==> src/rtl/sram_bridge.sv <==
// Bridges the core's instruction and data ports onto one shared 16-bit async SRAM,
// two half-word accesses per word. Define SRAM_BRIDGE_IBUF_EN for a one-entry instruction buffer.
module sram_bridge #(
  parameter int unsigned ADDR_W      = 20,
  parameter int unsigned WAIT_CYCLES = 2
) (
  input  logic              clk,
  input  logic              rst,
  input  logic              iread_ce,
  input  logic [31:0]       irom_addr,
  output logic [31:0]       rom_inst,
  output logic              rfin_c,
  output logic              rfin_d,
  input  logic              dread_ce,
  input  logic              dwrite_ce,
  input  logic [31:0]       drom_addr,
  input  logic [31:0]       wdata,
  output logic [31:0]       rom_rdata,
  output logic              rfin_a,
  output logic              rfin_b,
  output logic              wfin_a,
  output logic              wfin_b,
  output logic [ADDR_W-1:0] sram_addr,
  input  logic [15:0]       sram_din,
  output logic [15:0]       sram_dout,
  output logic              sram_dq_oe,
  output logic              sram_ce_n,
  output logic              sram_oe_n,
  output logic              sram_we_n
);

  localparam logic [1:0] S_IDLE = 2'd0;
  localparam logic [1:0] S_LO   = 2'd1;
  localparam logic [1:0] S_HI   = 2'd2;
  localparam logic [1:0] S_DONE = 2'd3;

  localparam logic [1:0] K_INST = 2'd0;
  localparam logic [1:0] K_DRD  = 2'd1;
  localparam logic [1:0] K_DWR  = 2'd2;

  localparam int unsigned CNT_W = (WAIT_CYCLES > 1) ? $clog2(WAIT_CYCLES) : 1;
  localparam logic [CNT_W-1:0] CNT_LAST = CNT_W'(WAIT_CYCLES - 1);
  localparam int unsigned WA_W = ADDR_W - 1;

  logic [1:0]        state, state_nx;
  logic [CNT_W-1:0]  cnt, cnt_nx;
  logic [1:0]        kind, kind_nx;
  logic [WA_W-1:0]   waddr, waddr_nx;
  logic [15:0]       wdata_hi, wdata_hi_nx;
  logic [15:0]       lo_data, lo_data_nx;
  logic [31:0]       rom_inst_nx, rom_rdata_nx;
  logic              rfin_a_nx, rfin_b_nx, rfin_c_nx, rfin_d_nx, wfin_a_nx, wfin_b_nx;
  logic [ADDR_W-1:0] sram_addr_nx;
  logic [15:0]       sram_dout_nx;
  logic              sram_dq_oe_nx, sram_ce_n_nx, sram_oe_n_nx, sram_we_n_nx;
  logic              start_c;
  logic              is_wr_c;

`ifdef SRAM_BRIDGE_IBUF_EN
  logic              ibuf_valid, ibuf_valid_nx;
  logic [WA_W-1:0]   ibuf_tag, ibuf_tag_nx;
  logic [31:0]       ibuf_word, ibuf_word_nx;
`endif

  // Byte-address bits outside the SRAM word range are intentionally ignored.
  logic unused_addr_bits;
  assign unused_addr_bits = ^{irom_addr[31:ADDR_W+1], irom_addr[1:0],
                              drom_addr[31:ADDR_W+1], drom_addr[1:0]};

  assign is_wr_c = (kind == K_DWR);

  // Next-state and registered-output logic
  always_comb begin
    state_nx      = state;
    cnt_nx        = cnt;
    kind_nx       = kind;
    waddr_nx      = waddr;
    wdata_hi_nx   = wdata_hi;
    lo_data_nx    = lo_data;
    rom_inst_nx   = rom_inst;
    rom_rdata_nx  = rom_rdata;
    rfin_a_nx     = 1'b0;
    rfin_b_nx     = 1'b0;
    rfin_c_nx     = 1'b0;
    rfin_d_nx     = 1'b0;
    wfin_a_nx     = 1'b0;
    wfin_b_nx     = 1'b0;
    sram_addr_nx  = sram_addr;
    sram_dout_nx  = sram_dout;
    sram_dq_oe_nx = 1'b0;
    sram_ce_n_nx  = 1'b1;
    sram_oe_n_nx  = 1'b1;
    sram_we_n_nx  = 1'b1;
    start_c       = 1'b0;
`ifdef SRAM_BRIDGE_IBUF_EN
    ibuf_valid_nx = ibuf_valid;
    ibuf_tag_nx   = ibuf_tag;
    ibuf_word_nx  = ibuf_word;
`endif

    case (state)
      S_IDLE: begin
        if (dwrite_ce) begin
          kind_nx      = K_DWR;
          waddr_nx     = drom_addr[ADDR_W:2];
          wdata_hi_nx  = wdata[31:16];
          sram_dout_nx = wdata[15:0];
          start_c      = 1'b1;
        end else if (dread_ce) begin
          kind_nx  = K_DRD;
          waddr_nx = drom_addr[ADDR_W:2];
          start_c  = 1'b1;
        end else if (iread_ce) begin
          kind_nx  = K_INST;
          waddr_nx = irom_addr[ADDR_W:2];
`ifdef SRAM_BRIDGE_IBUF_EN
          if (ibuf_valid && (irom_addr[ADDR_W:2] == ibuf_tag)) begin
            state_nx    = S_DONE;
            rfin_c_nx   = 1'b1;
            rfin_d_nx   = 1'b1;
            rom_inst_nx = ibuf_word;
          end else begin
            start_c = 1'b1;
          end
`else
          start_c = 1'b1;
`endif
        end
        if (start_c) begin
          state_nx      = S_LO;
          cnt_nx        = '0;
          sram_ce_n_nx  = 1'b0;
          sram_oe_n_nx  = dwrite_ce;
          sram_we_n_nx  = !dwrite_ce;
          sram_dq_oe_nx = dwrite_ce;
          sram_addr_nx  = {waddr_nx, 1'b0};
        end
      end
      S_LO: begin
        sram_ce_n_nx  = 1'b0;
        sram_oe_n_nx  = is_wr_c;
        sram_we_n_nx  = !is_wr_c;
        sram_dq_oe_nx = is_wr_c;
        if (cnt == CNT_LAST) begin
          lo_data_nx   = sram_din;
          state_nx     = S_HI;
          cnt_nx       = '0;
          sram_addr_nx = {waddr, 1'b1};
          if (is_wr_c) sram_dout_nx = wdata_hi;
          rfin_a_nx    = (kind == K_DRD);
          rfin_c_nx    = (kind == K_INST);
          wfin_a_nx    = is_wr_c;
        end else begin
          cnt_nx = cnt + CNT_W'(1);
        end
      end
      S_HI: begin
        sram_ce_n_nx  = 1'b0;
        sram_oe_n_nx  = is_wr_c;
        sram_we_n_nx  = !is_wr_c;
        sram_dq_oe_nx = is_wr_c;
        if (cnt == CNT_LAST) begin
          state_nx      = S_DONE;
          sram_ce_n_nx  = 1'b1;
          sram_oe_n_nx  = 1'b1;
          sram_we_n_nx  = 1'b1;
          sram_dq_oe_nx = 1'b0;
          case (kind)
            K_DRD: begin
              rfin_b_nx    = 1'b1;
              rom_rdata_nx = {sram_din, lo_data};
            end
            K_INST: begin
              rfin_d_nx   = 1'b1;
              rom_inst_nx = {sram_din, lo_data};
`ifdef SRAM_BRIDGE_IBUF_EN
              ibuf_valid_nx = 1'b1;
              ibuf_tag_nx   = waddr;
              ibuf_word_nx  = {sram_din, lo_data};
`endif
            end
            default: wfin_b_nx = 1'b1;
          endcase
        end else begin
          cnt_nx = cnt + CNT_W'(1);
        end
      end
      default: begin
        state_nx = S_IDLE;
`ifdef SRAM_BRIDGE_IBUF_EN
        if (is_wr_c && (waddr == ibuf_tag)) ibuf_valid_nx = 1'b0;
`endif
      end
    endcase
  end

  // State and output registers
  always_ff @(posedge clk) begin
    if (!rst) begin
      state      <= S_IDLE;
      cnt        <= '0;
      kind       <= K_INST;
      waddr      <= '0;
      wdata_hi   <= '0;
      lo_data    <= '0;
      rom_inst   <= '0;
      rom_rdata  <= '0;
      rfin_a     <= 1'b0;
      rfin_b     <= 1'b0;
      rfin_c     <= 1'b0;
      rfin_d     <= 1'b0;
      wfin_a     <= 1'b0;
      wfin_b     <= 1'b0;
      sram_addr  <= '0;
      sram_dout  <= '0;
      sram_dq_oe <= 1'b0;
      sram_ce_n  <= 1'b1;
      sram_oe_n  <= 1'b1;
      sram_we_n  <= 1'b1;
`ifdef SRAM_BRIDGE_IBUF_EN
      ibuf_valid <= 1'b0;
      ibuf_tag   <= '0;
      ibuf_word  <= '0;
`endif
    end else begin
      state      <= state_nx;
      cnt        <= cnt_nx;
      kind       <= kind_nx;
      waddr      <= waddr_nx;
      wdata_hi   <= wdata_hi_nx;
      lo_data    <= lo_data_nx;
      rom_inst   <= rom_inst_nx;
      rom_rdata  <= rom_rdata_nx;
      rfin_a     <= rfin_a_nx;
      rfin_b     <= rfin_b_nx;
      rfin_c     <= rfin_c_nx;
      rfin_d     <= rfin_d_nx;
      wfin_a     <= wfin_a_nx;
      wfin_b     <= wfin_b_nx;
      sram_addr  <= sram_addr_nx;
      sram_dout  <= sram_dout_nx;
      sram_dq_oe <= sram_dq_oe_nx;
      sram_ce_n  <= sram_ce_n_nx;
      sram_oe_n  <= sram_oe_n_nx;
      sram_we_n  <= sram_we_n_nx;
`ifdef SRAM_BRIDGE_IBUF_EN
      ibuf_valid <= ibuf_valid_nx;
      ibuf_tag   <= ibuf_tag_nx;
      ibuf_word  <= ibuf_word_nx;
`endif
    end
  end

endmodule

==> config.mk <==
export PLATFORM = sky130hd
export DESIGN_NAME = sram_bridge
export DESIGN_NICKNAME = d
export VERILOG_FILES = /design/src/rtl/sram_bridge.sv
export SDC_FILE = /design/constraint.sdc
export NUM_CORES = 1
export LEC_CHECK = 0
export ABC_AREA = 1
export BUFFER_PORTS_ARGS = -buffer_cell sky130_fd_sc_hd__buf_2
export CORE_MARGIN = 5
export CORE_UTILIZATION = 25
export CTS_CLUSTER_DIAMETER = 150
export DETAILED_ROUTE_END_ITERATION = 10
export SYNTH_ARGS = -nofsm -noshare
export SYNTH_HDL_FRONTEND = slang
export SYNTH_SLANG_ARGS = --single-unit
==> constraint.sdc <==
create_clock -name clk -period 1.9 [get_ports clk]
set_input_delay 0.38 -clock clk [delete_from_list [all_inputs] [get_ports clk]]
set_output_delay 0.38 -clock clk [all_outputs]
set_load 0.02 [all_outputs]
Word-level counts from Yosys, hierarchy flattened
Cells that the tools add are included.

Output and inout port bits: 110. Register bits after elaboration: 166. Input bits: 117.

Equal/unequal tests: 9. Add/subtract/negate cells: 1. Reduce and logical (&&, ||, !) cells: 19. Multiplexer cells: 40.

Operators with widths (number): 2-to-1 mux 19 bit (3); 2-to-1 mux 16 bit (3); 2-to-1 mux 20 bit (2); one-hot mux 20 bit (2 select lines) (1); one-hot mux 16 bit (2 select lines) (1); 2-to-1 mux 1 bit (18); AND reduction 3 bit (6); one-hot mux 1 bit (3 select lines) (5); 2-to-1 mux 2 bit (6); inequality test 2 bit, second input constant (4); AND reduction 2 bit (4); one-hot mux 2 bit (3 select lines) (1); nonzero test 3 bit (2); equality test 2 x 1 -> 1 bit, second input constant (2); equality test 2 bit, second input constant (2); logical NOT 2 bit (2); AND reduction 4 bit (1); logical NOT 1 bit (2); inequality test 2 x 1 -> 1 bit, second input constant (1); nonzero test 2 bit (1); OR reduction 2 bit (1); adder 1 bit, second input constant (1).

Longest topological paths before layout
Depth in word-level cells: 6. Depth in mapped cells: 11.

Least setup slack after synthesis
OpenSTA, ideal clock, no wires.

Path type: register to register. Start: register state[0]. End: register sram_dout[11]. Buffers on the path: 1. Path slack: 0.329 ns. Arrival time: 1.458 ns. Stages on the path, launching flop included: 12. Path through: dfxtp_1 > inv_1 > ha_1 > inv_2 > nor2_4 > inv_2 > nand2_1 > nor2_1 > buf_2 > nand2_1 > nand2_1 > nor2_1.

Cells in the longest elaborated chain, start to end: 3. Elaborated cells between the ends (all ways): 8. Those cells by class: eq/ne (4); mux (1); reduce/logical (3).

RTL lines: start: declaration (line 45) `logic [1:0] state, state_nx;`; start signal: assignment (line 226) `state <= state_nx;`; equality test 2 x 1 -> 1 bit or logical NOT 2 bit (tied branches) (line 101) `case (state)`; inequality test 2 bit (no line) or nonzero test 2 bit (tied branches); AND reduction 4 bit (no line); end signal: assignment (line 241) `sram_dout <= sram_dout_nx;`; end: declaration (line 25) `output logic [15:0] sram_dout,`.

Several ways; a longest one is shown, not always the timed one. A chain may end at the register's enable or synchronous reset.

Worst setup path after layout
Start: register state[1]. End: register sram_addr[3].

Cells in the longest elaborated chain, start to end: 3. Elaborated cells between the ends (all ways): 7. Those cells by class: eq/ne (3); mux (1); reduce/logical (3).

RTL lines: equality test 2 x 1 -> 1 bit or logical NOT 2 bit (tied branches) (line 101); inequality test 2 bit (no line), or another cell as far along; AND reduction 3 bit (no line); end signal: assignment (line 240) `sram_addr <= sram_addr_nx;`; end: declaration (line 23) `output logic [ADDR_W-1:0] sram_addr,`.

Several ways; a longest one is shown, not always the timed one.

==> results.cfg <==
[global_route]
track_usage_pct = 13.4
overflow = 0
grt_max_degree = 92
grt_pass1_vias = 6506
antenna_found_initial = 0
grt_pass1_wl_um = 34200

[clock_network]
path_clk_slew_ns = 0.09
post_cts_buffers = 0
clock-sinks = 166
cts_buffers = 17
cts.repair.resized = 0
htree_levels = 4
tritoncts = yes
cts_hold_buf = 0
clock_latency_ns = 0.44
root_buffer = clkbuf_16
clockBufferDepth = 2

[pwr]
power_frac_seq_pct = 36.1
vdd_drop_max_v = 0.000673
p_sw_mw = 5.20
p_int_mw = 7.60
swShare_pct = 40.6
comb_power_share_pct = 34.9
finalPower_mw = 12.8
power_per_cell_area_mw_per_mm2 = 1390
p_clk_share_pct = 29.1
leakage_nw = 4.99

[routing]
first_iter_violations = 363
post_drt_wl_per_cell_um = 13.6
vias = 6779
wirelength_um = 21900
drc = 0
drtPass1Iterations = 5
routed_via_density = 4.21
postRouteAntennaNets = 0

[sta]
worst_slack_ns = 0.181
setup_violations = 0
rsz0062_at_grt = false
fin_crit_ns = 1.72
finalMaxSlewViolations = 0
clock.fmax_ghz = 0.582
hold_viol_final = 0
skew_ns = 0.0243
timing.final.crit_share_pct = 90.5
finalSetupTns_ns = 0
worst_slew_pin_slew_ns = 0.544
slew_headroom_pct = 63.7

[synth]
syn_avg_cell_area_um2 = 6.87
yosys_warnings = 0
yosys.cell_types.count = 28
synth_cells = 1039
synth_nets = 1161
synth_area_mm2 = 0.00714
yosysSeqAreaShare_pct = 46.5
ys_ff_latch = 166

[worst_hold_path]
hp-class = input pin to register

[floorplanning]
die-area_mm2 = 0.0321
coreArea_mm2 = 0.0280
die_h_um = 179
rows = 61
io-pin-count = 227
die_x_um = 179
initial_utilization_pct = 25.5

[setup_path]
worstPathMaxFanout = 39
cp-start-kind = register
path_class = register to register
critical-path-slowest-cell = dfxtp_1
cp.required_ns = 2.22
rrSetupSlack_ns = 0.18
arrival_ns = 2.04
crit_chain = inv_1 > ha_1 > inv_1 > nor2_1 > nor2_1 > nand2_2 > buf_12 > nor2_1 > nand2_1 > nand2_1 > inv_1
crit_path_max_incr_delay_ns = 0.38
crit_path_end_kind = register

[finish]
final_util_pct = 32.8
area_growth_pct = 28.8
drive_gt1_share_pct = 22.9
antenna_cells = 0
finalNetCount = 1342
fin_area_mm2 = 0.00920
nFillCells = 3030

[flow_run]
drv_cap = 0

[status]
status = finished clean

[place]
hpwlAfterDp_um = 15600
placed_area_mm2 = 0.00855
gp_congestion = 0.820
place_ws_ns = 0.123
io_buffer_count = 200
[cell type report]
type / instances / area (um2) / area share (%)
multi-input cells: 698 / 3110 / 33.8
clock inverters: 15 / 216 / 2.35
flip-flops and latches: 166 / 3320 / 36.1
clock buffers: 17 / 425 / 4.62
inverters: 117 / 442 / 4.80
repair buffers: 220 / 1210 / 13.1
well taps: 378 / 473 / 5.14
[per-stage QoR]
step                      hold WS (ns)  std cells
after global placement           0.458       1579
after CTS                        0.180       1611
after detailed placement         0.466       1579
after global routing             0.192       1611
final                            0.197       1611
after floorplan                  0.446       1039
[flip-flops by register name, summed over array words and instances (netlist names), 2 cells and up]
register,count
rom_inst,32
rom_rdata,32
sram_addr,20
waddr,19
lo_data,16
sram_dout,16
wdata_hi,16
kind,2
state,2
[logic make-up after synthesis]
group,after synthesis,synth area share [%]
buffers and inverters,175,9.98
flip-flops,166,46.5
adder cells (fa/ha/maj),5,0.876
AND/OR/NAND/NOR,510,27.9
AO/OA/AOI/OAI,183,14.7
[Yosys cell counts]
cell	instances	area, um2
buf_2	27	135
o211ai_1	1	7.51
a21o_1	19	143
dfxtp_1	166	3320
inv_1	106	398
inv_2	11	41.3
o22ai_1	1	6.26
buf_8	1	15.0
a21oi_1	13	65.1
nand2_1	198	743
a31oi_1	1	6.26
buf_6	1	11.3
nand2_2	2	12.5
buf_4	1	7.51
buf_1	2	7.51
o21ai_0	102	510
a21boi_0	6	45.0
a21oi_2	10	87.6
nand2_4	1	11.3
ha_1	5	62.6
nand3_1	41	205
nor2_2	2	12.5
o2111ai_1	2	17.5
nor2_1	265	995
o21ai_1	18	90.1
clkbuf_1	26	97.6
nor2_4	1	11.3
a21boi_1	10	75.1
[cell usage in the layout (no fill, tap or decap)]
master     Yosys  routed
clkinv_4       0       1
a21oi_1       13      13
o21ai_0      102     102
inv_12         0       4
inv_8          0       1
o2111ai_1      2       2
inv_1        106     106
nor2_4         1       1
nor2_2         2       3
ha_1           5       3
nand2_1      198     198
inv_4          0       1
buf_4          1      16
a21boi_1      10      10
o21ai_1       18      18
inv_2         11      10
buf_6          1       1
inv_6          0       2
nand3_1       41      41
o22ai_1        1       1
a21o_1        19      19
a21boi_0       6       6
o211ai_1       1       1
clkbuf_16      0      17
a31oi_1        1       1
buf_2         27     199
nand2_4        1       1
a21oi_2       10      10
nor2_1       265     264
nand2_2        2       2
dfxtp_1      166     166
buf_12         0       4
ha_2           0       2
clkinv_8       0       7
[worst max-delay path, delay by kind of cell, from the launching register on]
| family | cells | cell delay, ns |
|---|---|---|
| simple gates | 6 | 0.58 |
| fa+ha+maj | 1 | 0.26 |
| flops | 1 | 0.38 |
| buf+inv | 4 | 0.39 |
[routing by layer]
layer / track usage, % / up-vias / share of wire [%]
li1: - / 3585 / -
met1: 17.1 / 3004 / 46
met2: 22.1 / 171 / 46
met3: 4.28 / 19 / 7.1
met4: 3.20 / 0 / 1.0
met5: 0 / - / 0
[final timing paths]
kind / from / cells past startpoint / endpoint
max: state[1]$_SDFFE_PN0P_ / 11 / sram_addr[3]$_SDFFE_PN0P_
min: wdata[25] / 3 / wdata_hi[9]$_SDFFE_PN0P_
max reg2reg: state[1]$_SDFFE_PN0P_ / 11 / sram_addr[3]$_SDFFE_PN0P_
min reg2reg: sram_dout[15]$_SDFFE_PN0P_ / 2 / sram_dout[15]$_SDFFE_PN0P_
[power groups by stage]
| stage | clock network (mW) | registers, mW | logic, mW |
|---|---|---|---|
| final | 3.72 | 4.62 | 4.47 |
| after global placement | 0 | 4.68 | 4.47 |
| after floorplan | 0 | 5.07 | 2.78 |
| after global routing | 3.96 | 4.71 | 5.09 |
| after CTS | 3.84 | 4.62 | 4.52 |
| after detailed placement | 0 | 4.70 | 4.51 |
Note: power is estimated with default switching activity, not from simulation.
